### src/rtl/color_pkg.sv
`default_nettype none
// ============================================================================
// Module      : color_pkg
// Description : Shared types and encodings for the Color FSM and its driver.
// Revision    : 1.0 - initial release
// ============================================================================
package color_pkg;

    // Target colour requested by software
    typedef enum logic {
        COLOR_BLUE = 1'b0,
        COLOR_RED  = 1'b1
    } color_e;

    // Command codes driven onto the Color FSM `in` pins
    localparam logic [1:0] CMD_TOGGLE = 2'h1;
    localparam logic [1:0] CMD_NOP    = 2'h2;

    // Status codes reported on the Color FSM `out` pins
    localparam logic [1:0] STS_BLUE   = 2'h1;
    localparam logic [1:0] STS_RED    = 2'h2;

    // Driver control states
    typedef enum logic [1:0] {
        ST_IDLE    = 2'd0,
        ST_ISSUE   = 2'd1,
        ST_WAIT    = 2'd2,
        ST_RESPOND = 2'd3
    } drv_state_e;

    // Only the Blue and Red codes are meaningful; anything else is a fault
    function automatic logic sts_is_legal(input logic [1:0] sts);
        return (sts == STS_BLUE) || (sts == STS_RED);
    endfunction

    // True when the reported status is exactly the requested colour
    function automatic logic sts_matches(input logic [1:0] sts, input color_e color);
        return (color == COLOR_RED) ? (sts == STS_RED) : (sts == STS_BLUE);
    endfunction

endpackage
`default_nettype wire

### src/rtl/color_fsm_driver_sat_counter.sv
`default_nettype none
// ============================================================================
// Module      : sat_counter
// Description : Up-counter that sticks at all-ones, with synchronous clear.
// Revision    : 1.0 - initial release
// ============================================================================
module sat_counter #(
    parameter int CNT_WIDTH = 8
) (
    input  logic                 clk,
    input  logic                 rst,
    input  logic                 inc,
    input  logic                 clr,
    output logic [CNT_WIDTH-1:0] count
);

    logic [CNT_WIDTH-1:0] r_count;

    // Clear wins over increment; increment is suppressed once all-ones
    always_ff @(posedge clk or negedge rst) begin
        if (!rst) begin
            r_count <= '0;
        end else if (clr) begin
            r_count <= '0;
        end else if (inc && (r_count != '1)) begin
            r_count <= r_count + CNT_WIDTH'(1);
        end
    end

    assign count = r_count;

endmodule
`default_nettype wire

### src/rtl/color_fsm_driver.sv
`default_nettype none
// ============================================================================
// Module      : color_fsm_driver
// Description : Accepts colour requests, issues a TOGGLE to the Color FSM
//               when needed, and reports success/timeout with a cycle count.
//               Also tracks a saturating count of Red status cycles.
// Revision    : 1.0 - initial release
// ============================================================================
module color_fsm_driver
    import color_pkg::*;
#(
    parameter int TIMEOUT   = 8,
    parameter int CNT_WIDTH = 8
) (
    input  logic                 clk,
    input  logic                 rst,
    input  logic                 req_valid,
    input  logic                 req_color,
    output logic                 req_ready,
    output logic [1:0]           cmd_out,
    input  logic [1:0]           status_in,
    output logic                 done_valid,
    input  logic                 done_ready,
    output logic                 done_ok,
    output logic [CNT_WIDTH-1:0] done_cycles,
    output logic [CNT_WIDTH-1:0] red_cycles
);

    localparam int                   c_CNT_MAX = (1 << CNT_WIDTH) - 1;
    localparam logic [CNT_WIDTH-1:0] c_TIMEOUT = CNT_WIDTH'(TIMEOUT);

    // The wait counter must be able to reach TIMEOUT before it saturates
    generate
        if ((TIMEOUT < 1) || (TIMEOUT > c_CNT_MAX)) begin : g_bad_timeout
            $error("color_fsm_driver: TIMEOUT must be in 1..2^CNT_WIDTH-1");
        end
    endgenerate

    drv_state_e           r_state;
    color_e               r_target;
    logic [1:0]           r_cmd;
    logic                 r_req_ready;
    logic                 r_done_valid;
    logic                 r_done_ok;
    logic [CNT_WIDTH-1:0] r_done_cycles;

    logic [CNT_WIDTH-1:0] w_cyc;
    logic                 w_cyc_inc;
    logic                 w_cyc_clr;
    logic                 w_req_match;
    logic                 w_tgt_match;
    logic                 w_illegal;
    logic                 w_timeout;
    logic                 w_red_inc;

    assign w_req_match = sts_matches(status_in, color_e'(req_color));
    assign w_tgt_match = sts_matches(status_in, r_target);
    assign w_illegal   = !sts_is_legal(status_in);
    assign w_timeout   = (w_cyc == c_TIMEOUT);
    assign w_red_inc   = (status_in == STS_RED);

    // Cycle counter control: cleared on acceptance, advanced while in flight
    always_comb begin
        w_cyc_clr = 1'b0;
        w_cyc_inc = 1'b0;
        case (r_state)
            ST_IDLE:  w_cyc_clr = req_valid;
            ST_ISSUE: w_cyc_inc = 1'b1;
            ST_WAIT:  w_cyc_inc = !w_tgt_match && !w_illegal && !w_timeout;
            default:  ;
        endcase
    end

    sat_counter #(
        .CNT_WIDTH (CNT_WIDTH)
    ) u_cyc_cnt (
        .clk   (clk),
        .rst   (rst),
        .inc   (w_cyc_inc),
        .clr   (w_cyc_clr),
        .count (w_cyc)
    );

    sat_counter #(
        .CNT_WIDTH (CNT_WIDTH)
    ) u_red_cnt (
        .clk   (clk),
        .rst   (rst),
        .inc   (w_red_inc),
        .clr   (1'b0),
        .count (red_cycles)
    );

    // Request/command/response state machine with registered outputs
    always_ff @(posedge clk or negedge rst) begin
        if (!rst) begin
            r_state       <= ST_IDLE;
            r_target      <= COLOR_BLUE;
            r_cmd         <= CMD_NOP;
            r_req_ready   <= 1'b1;
            r_done_valid  <= 1'b0;
            r_done_ok     <= 1'b0;
            r_done_cycles <= '0;
        end else begin
            case (r_state)
                ST_IDLE: begin
                    if (req_valid) begin
                        r_target    <= color_e'(req_color);
                        r_req_ready <= 1'b0;
                        if (w_req_match || w_illegal) begin
                            // Already there (or FSM faulted): answer without a toggle
                            r_state       <= ST_RESPOND;
                            r_done_valid  <= 1'b1;
                            r_done_ok     <= w_req_match;
                            r_done_cycles <= '0;
                        end else begin
                            r_state <= ST_ISSUE;
                            r_cmd   <= CMD_TOGGLE;
                        end
                    end
                end
                ST_ISSUE: begin
                    // TOGGLE is a single-cycle pulse
                    r_cmd   <= CMD_NOP;
                    r_state <= ST_WAIT;
                end
                ST_WAIT: begin
                    if (w_tgt_match || w_illegal || w_timeout) begin
                        r_state       <= ST_RESPOND;
                        r_done_valid  <= 1'b1;
                        r_done_ok     <= w_tgt_match;
                        r_done_cycles <= w_cyc;
                    end
                end
                ST_RESPOND: begin
                    if (done_ready) begin
                        r_state      <= ST_IDLE;
                        r_done_valid <= 1'b0;
                        r_req_ready  <= 1'b1;
                    end
                end
                default: begin
                    r_state     <= ST_IDLE;
                    r_cmd       <= CMD_NOP;
                    r_req_ready <= 1'b1;
                end
            endcase
        end
    end

    assign req_ready   = r_req_ready;
    assign cmd_out     = r_cmd;
    assign done_valid  = r_done_valid;
    assign done_ok     = r_done_ok;
    assign done_cycles = r_done_cycles;

endmodule
`default_nettype wire

### config.mk
export PLATFORM = sky130hd
export DESIGN_NAME = color_fsm_driver
export DESIGN_NICKNAME = d
export VERILOG_FILES = /design/src/rtl/color_pkg.sv /design/src/rtl/color_fsm_driver_sat_counter.sv /design/src/rtl/color_fsm_driver.sv
export SDC_FILE = /design/constraint.sdc
export NUM_CORES = 1
export LEC_CHECK = 0
export CAP_MARGIN = 10
export CORE_MARGIN = 1
export CORE_UTILIZATION = 57
export CTS_CLUSTER_DIAMETER = 50
export CTS_CLUSTER_SIZE = 20
export DETAILED_ROUTE_END_ITERATION = 6
export PLACE_DENSITY_LB_ADDON = 0.3
export REMOVE_ABC_BUFFERS = 1
export SLEW_MARGIN = 10
export SYNTH_ARGS = -nofsm -noshare
export SYNTH_HDL_FRONTEND = slang
export SYNTH_SLANG_ARGS = --single-unit
### constraint.sdc
create_clock -name clk -period 5.2 [get_ports clk]
set_clock_uncertainty 0.15 [all_clocks]
set_input_delay 1.04 -clock clk [delete_from_list [all_inputs] [get_ports clk]]
set_output_delay 1.04 -clock clk [all_outputs]
set_load 0.02 [all_outputs]
==> impl_metrics.tcl, run 1 <==
set metrics [dict create \
    yosysMostFrequentCell "dfrtp_1" \
    initial_utilization 0.611 \
    cts_tree "built" \
    track_usage 0.265 \
    fmax_mhz 315 \
    antenna_found_initial 0 \
    synth_area_leaders "dfrtp_1 44%, ha_1 8.0%, a22o_1 4.6%" \
    final_cells 226 \
    share_seq_of_total_power 0.350 \
    r2r_cells 7 \
    fp.dieW_um 56.8 \
    critical_path_class "in -> reg" \
    die_area_mm2 0.00323 \
    reg2reg_setup_slack_ps 2930 \
    synth.top_cell.area_share 0.438 \
    hold_buffers 0 \
    hold_viol_final 0 \
    grt_max_degree 33 \
    timing.final.crit_share 0.611 \
    fillCellCount 204 \
    viasPerCell 6.13 \
    clock-sinks 32 \
    peakVddDrop_mv 0.287 \
    p_total_mw 1.13 \
    yosys_warnings 0 \
    synthArstFlopShare 1.00 \
    wl_per_cell_um 16.5 \
    setup_tns_ps 0 \
    powerDensity_mw_per_mm2 539 \
    crit_path_start "status_in[0]" \
    antenna-diode-count 0 \
    cp_max_fo 16 \
    min_period_ps 3180 \
    end_kind "flip-flop" \
    fin_area_mm2 0.00210 \
    routed_wirelength_um 3740 \
    worstSetupEndpoint "u_cyc_cnt.count[4]$_DFFE_PN0P_" \
    net-switching-power_mw 0.457 \
    ys_types 39 \
    postCtsResizedCells 0 \
    final_nets 212 \
    numPortBuffers 27 \
    gp_congestion 0.898 \
    setup_viol 0 \
    synth-seq-cells 32 \
    violations "DRC" \
    comb_power_share 0.462 \
    hp-class "reg -> reg" \
    r2r-end "done_cycles[3]$_DFFE_PN0P_" \
    status "finished with violations" \
    grt_pass1_wl_um 6500 \
    pwr-share-clk 0.187 \
    die_h_um 56.8 \
    synth_cells 163 \
    multi_input_area_um2 852 \
    placed_cells 218 \
    pin_count 28 \
    rsz0062_at_grt "false" \
    grt_pass1_vias 1444 \
    seq_area_um2 803 \
    cts_buffers 5 \
    crit_path_start_kind "input pin" \
    synth_area_mm2 0.00171 \
    worstPathRequired_ps 5310 \
    slew_headroom 0.636 \
    clk_pin_slew_ps 100 \
    syn_avg_cell_area_um2 10.5 \
    drive_above_1_share 0.103 \
    maxCapViolCount 0 \
    std_cell_rows 19 \
    syn_to_final_growth_pct 22.9 \
    drt_iter0_markers 64 \
    placed_area_mm2 0.00201 \
    cp.arrival_ps 3280 \
    clk_latency_ps 340 \
    dr.pass1.iters 6 \
    cts_max_level 2 \
    cellInternalPower_mw 0.678 \
    ant_nets 0 \
    synth_largest_area_cell "dfrtp_1" \
    clockBufferDepth 2 \
    synth-seq-area-share 0.469 \
    coreArea_mm2 0.00281 \
    drcViolationCount 8 \
    synth_ff_type "dfrtp_1" \
    post-route-util 0.750 \
    final_max_slew_viol_count 0 \
    synth_common_cells "30 x dfrtp_1, 17 x nand2_1, 11 x ha_1, 10 x a21oi_1, 10 x inv_1" \
    post_cts_buffers 0 \
    cts-root-buf "clkbuf_4" \
    synth_edf_count 0 \
    tightest_slew_ps 545 \
    hpwl_um 2640 \
    r2r-start "u_cyc_cnt.count[0]$_DFFE_PN0P_" \
    num_vias 1386 \
    cellLeakagePower_nw 0.961 \
    switching_share 0.403 \
    overflow 0 \
]
[placed cells by master (no fill, tap or decap), drive strengths merged, types with 4 or more instances in the layout]
cell,instances
dfrtp,30
clkdlybuf4s50,27
nand2,17
ha,11
a21oi,11
inv,10
a22o,9
o21ai,8
clkbuf,7
o211ai,5
mux2i,4
nand3,4
nand4,4
or3,4
or4,4
and3,4
mux2,4
[routing by layer]
metal	global-route usage	vias up	part of all wire
met4	0.0941	0	0.018
li1	-	655	-
met2	0.469	46	0.53
met3	0.0576	9	0.050
met1	0.315	676	0.40
met5	0	-	0
[power groups by stage]
stage          clock (mW)  combinational (mW)  sequential (mW)
2_1_floorplan           0               0.283            0.445
3_3_place_gp            0               0.499            0.394
3_5_place_dp            0               0.526            0.401
4_1_cts             0.216               0.526            0.397
5_1_grt             0.226               0.583            0.407
6_report            0.213               0.524            0.398
[kinds of logic after synthesis]
| kind of cell | count (synthesis) | synth area share |
|---|---|---|
| mux | 8 | 0.0519 |
| compound gates | 42 | 0.173 |
| xor+xnor | 4 | 0.0205 |
| fa+ha+maj | 11 | 0.0803 |
| simple gates | 52 | 0.172 |
| flops | 32 | 0.469 |
| buf+inv | 14 | 0.0336 |
[critical path, stage by stage]
cell and delay (ps):
clkdlybuf4s50_1 490, inv_1 50, ha_1 260, mux2_4 290
nor3b_4 250, a21oi_2 200, or4_1 540, a21oi_1 150
[per-stage QoR]
stage | setup WS (ps) | hold slack, ps
after floorplan | 2370 | 344
after CTS | 2030 | 362
after global placement | 1780 | 335
after detailed placement | 1690 | 332
final | 2020 | 361
after global routing | 1870 | 378
[how the worst min path moves through the flow]
stage | startpoint | depth (start not counted) | slack (ps) | end
after detailed placement | done_cycles[1]$_DFFE_PN0P_ | 1 | 330 | done_cycles[1]$_DFFE_PN0P_
after global routing | done_cycles[1]$_DFFE_PN0P_ | 1 | 380 | done_cycles[1]$_DFFE_PN0P_
after global placement | cmd_out[1]$_DFFE_PN1P_ | 2 | 330 | cmd_out[1]$_DFFE_PN1P_
after floorplan | r_target$_DFFE_PN0P_ | 2 | 340 | r_target$_DFFE_PN0P_
after CTS | cmd_out[1]$_DFFE_PN1P_ | 2 | 360 | cmd_out[1]$_DFFE_PN1P_
final | done_cycles[7]$_DFFE_PN0P_ | 1 | 360 | done_cycles[7]$_DFFE_PN0P_
[area by class of cell]
class,instances,area share
sequential,32,0.382
tap,31,0.0184
clock inverter,1,0.0143
clock buffer,7,0.0309
inverter,10,0.0178
timing repair buffer,28,0.132
multi-input combinational,117,0.405
[registers in the layout (all words and copies together) (netlist names)]
signal and flops:
u_cyc_cnt.count 8, done_ok 1, r_target 1, u_red_cnt.count 8, req_ready 1, done_valid 1
done_cycles 8, cmd_out 2, r_state 2
Power figures use the tool's default switching activity.
==> run 2, diff against run 1 <==
--- a/config.mk
+++ b/config.mk
@@ -7,7 +7,7 @@
 export LEC_CHECK = 0
 export CAP_MARGIN = 10
 export CORE_MARGIN = 1
-export CORE_UTILIZATION = 57
+export CORE_UTILIZATION = 53
 export CTS_CLUSTER_DIAMETER = 50
 export CTS_CLUSTER_SIZE = 20
 export DETAILED_ROUTE_END_ITERATION = 6
==> constraint.sdc (replaced) <==
create_clock -name clk -period 3 [get_ports clk]
set_clock_uncertainty 0.15 [all_clocks]
set_input_delay 0.6 -clock clk [delete_from_list [all_inputs] [get_ports clk]]
set_output_delay 0.6 -clock clk [all_outputs]
set_load 0.02 [all_outputs]
==> run 2 against run 1 <==
  * The flow now finishes without violations
  * Non-clock buffer count increased by 3
  * Register-to-register slack lost 2200 ps
  * Cell count grew 7.1%
  * Sequential power rose by 73%
  * Total power grew 66%
  * Count of clock-buffer cells in the layout fell by 2
  * Global-route usage shrank 3.0 points
  * Worst setup slack lost 1700 ps
  * Die area increased by 7.3%
  * Worst hold slack better by 3.2 ps
  * Clock power is 21% higher
==> impl_metrics.tcl, run 2 (synthesis gave the netlist of run 1 again) <==
set metrics [dict create \
    cts_buffers 5 \
    cellLeakagePower_nw 0.952 \
    syn_to_final_growth_pct 23.2 \
    hp-class "reg -> reg" \
    drt_iter0_markers 74 \
    worstPathRequired_ps 3110 \
    grt_pass1_vias 1343 \
    peakVddDrop_mv 0.390 \
    powerDensity_mw_per_mm2 891 \
    comb_power_share 0.497 \
    fmax_mhz 376 \
    setup_tns_ps 0 \
    coreArea_mm2 0.00305 \
    antenna-diode-count 0 \
    min_period_ps 2660 \
    net-switching-power_mw 0.817 \
    timing.final.crit_share 0.886 \
    fp.dieW_um 58.9 \
    antenna_found_initial 0 \
    clk_latency_ps 340 \
    std_cell_rows 20 \
    dr.pass1.iters 4 \
    rsz0062_at_grt "false" \
    gp_congestion 0.866 \
    clk_pin_slew_ps 110 \
    cellInternalPower_mw 1.06 \
    critical_path_class "in -> reg" \
    ant_nets 0 \
    track_usage 0.235 \
    num_vias 1397 \
    drive_above_1_share 0.116 \
    viasPerCell 5.77 \
    numPortBuffers 27 \
    end_kind "flip-flop" \
    cts-root-buf "clkbuf_4" \
    die_area_mm2 0.00346 \
    share_seq_of_total_power 0.366 \
    drcViolationCount 0 \
    routed_wirelength_um 3690 \
    cts_tree "built" \
    pin_count 28 \
    final_max_slew_viol_count 0 \
    wl_per_cell_um 15.3 \
    placed_area_mm2 0.00205 \
    hpwl_um 2620 \
    status "finished clean" \
    postCtsResizedCells 0 \
    clockBufferDepth 2 \
    final_nets 215 \
    final_cell_mix "30 x dfrtp_1, 27 x clkdlybuf4s50_1, 17 x nand2_1" \
    slew_headroom 0.607 \
    layout_commonest_cell "dfrtp_1" \
    grt_pass1_wl_um 5980 \
    switching_share 0.434 \
    fin_area_mm2 0.00211 \
    pwr-share-clk 0.137 \
    hold_buffers 0 \
    maxCapViolCount 0 \
    cp_max_fo 16 \
    grt_max_degree 33 \
    overflow 0 \
    die_h_um 58.9 \
    post_cts_buffers 0 \
    hold_viol_final 0 \
    setup_viol 0 \
    clock-sinks 32 \
    crit_path_start_kind "input pin" \
    post-route-util 0.691 \
    cts_max_level 2 \
    tightest_slew_ps 590 \
    initial_utilization 0.561 \
    cp.arrival_ps 2770 \
]
run 2: cell count changes in the layout (fill, tap and decap cells not counted):
| cell | delta |
|---|---|
| clkbuf_8 | -2 |
| buf_4 | +3 |
| clkinv_4 | +1 |
| bufinv_16 | -1 |
| clkinvlp_4 | +2 |
run 2: area by class of cell:
cell class	count	area, um2
Tap cell	44	55.1
Multi-Input combinational cell	117	852
Inverter	10	37.5
Clock buffer	5	37.5
Clock inverter	3	23.8
Fill cell	249	943
Timing Repair Buffer	31	300
Sequential cell	32	803
run 2: final timing paths:
kind | from | to | slack, ps | cells after the start
setup / recovery | status_in[0] | u_cyc_cnt.count[4]$_DFFE_PN0P_ | 340 | 8
hold / removal | done_cycles[0]$_DFFE_PN0P_ | done_cycles[0]$_DFFE_PN0P_ | 360 | 1
setup reg to reg | r_state[0]$_DFFE_PN0P_ | u_cyc_cnt.count[4]$_DFFE_PN0P_ | 700 | 6
hold reg to reg | done_cycles[0]$_DFFE_PN0P_ | done_cycles[0]$_DFFE_PN0P_ | 360 | 1
max in group asynchronous | rst | cmd_out[1]$_DFFE_PN1P_ | 1890 | 2
min in group asynchronous | rst | done_valid$_DFFE_PN0P_ | 480 | 2
run 2: through the flow:
stage / worst slack, ps / instances / power [mW] / hold WS (ps)
2_1_floorplan: 612 / 159 / 1.26 / 154
3_3_place_gp: 97.4 / 234 / 1.57 / 333
3_5_place_dp: -11.5 / 234 / 1.62 / 331
4_1_cts: 350 / 242 / 1.89 / 363
5_1_grt: 241 / 242 / 2.01 / 385
6_report: 341 / 242 / 1.88 / 364
run 2: power groups by stage:
stage          clock network (mW)  logic, mW  registers, mW
2_1_floorplan                   0      0.491          0.772
3_3_place_gp                    0      0.885          0.683
3_5_place_dp                    0      0.923          0.697
4_1_cts                     0.264      0.932          0.689
5_1_grt                     0.284       1.02          0.704
6_report                    0.258      0.933          0.688
run 2: critical path, cell delays in order:
cell             delay, ps
clkdlybuf4s50_1        480
inv_1                   50
ha_1                   210
mux2_4                 280
nor3b_4                240
a21oi_2                210
or4_1                  530
a21oi_1                170
run 2: per-layer routing:
metal  vias to the layer above  track usage  part of all wire
met1                       687        0.286              0.43
met2                        42        0.406              0.51
met5                         -            0                 0
li1                        662            -                 -
met4                         0       0.0748             0.011
met3                         6       0.0593             0.047
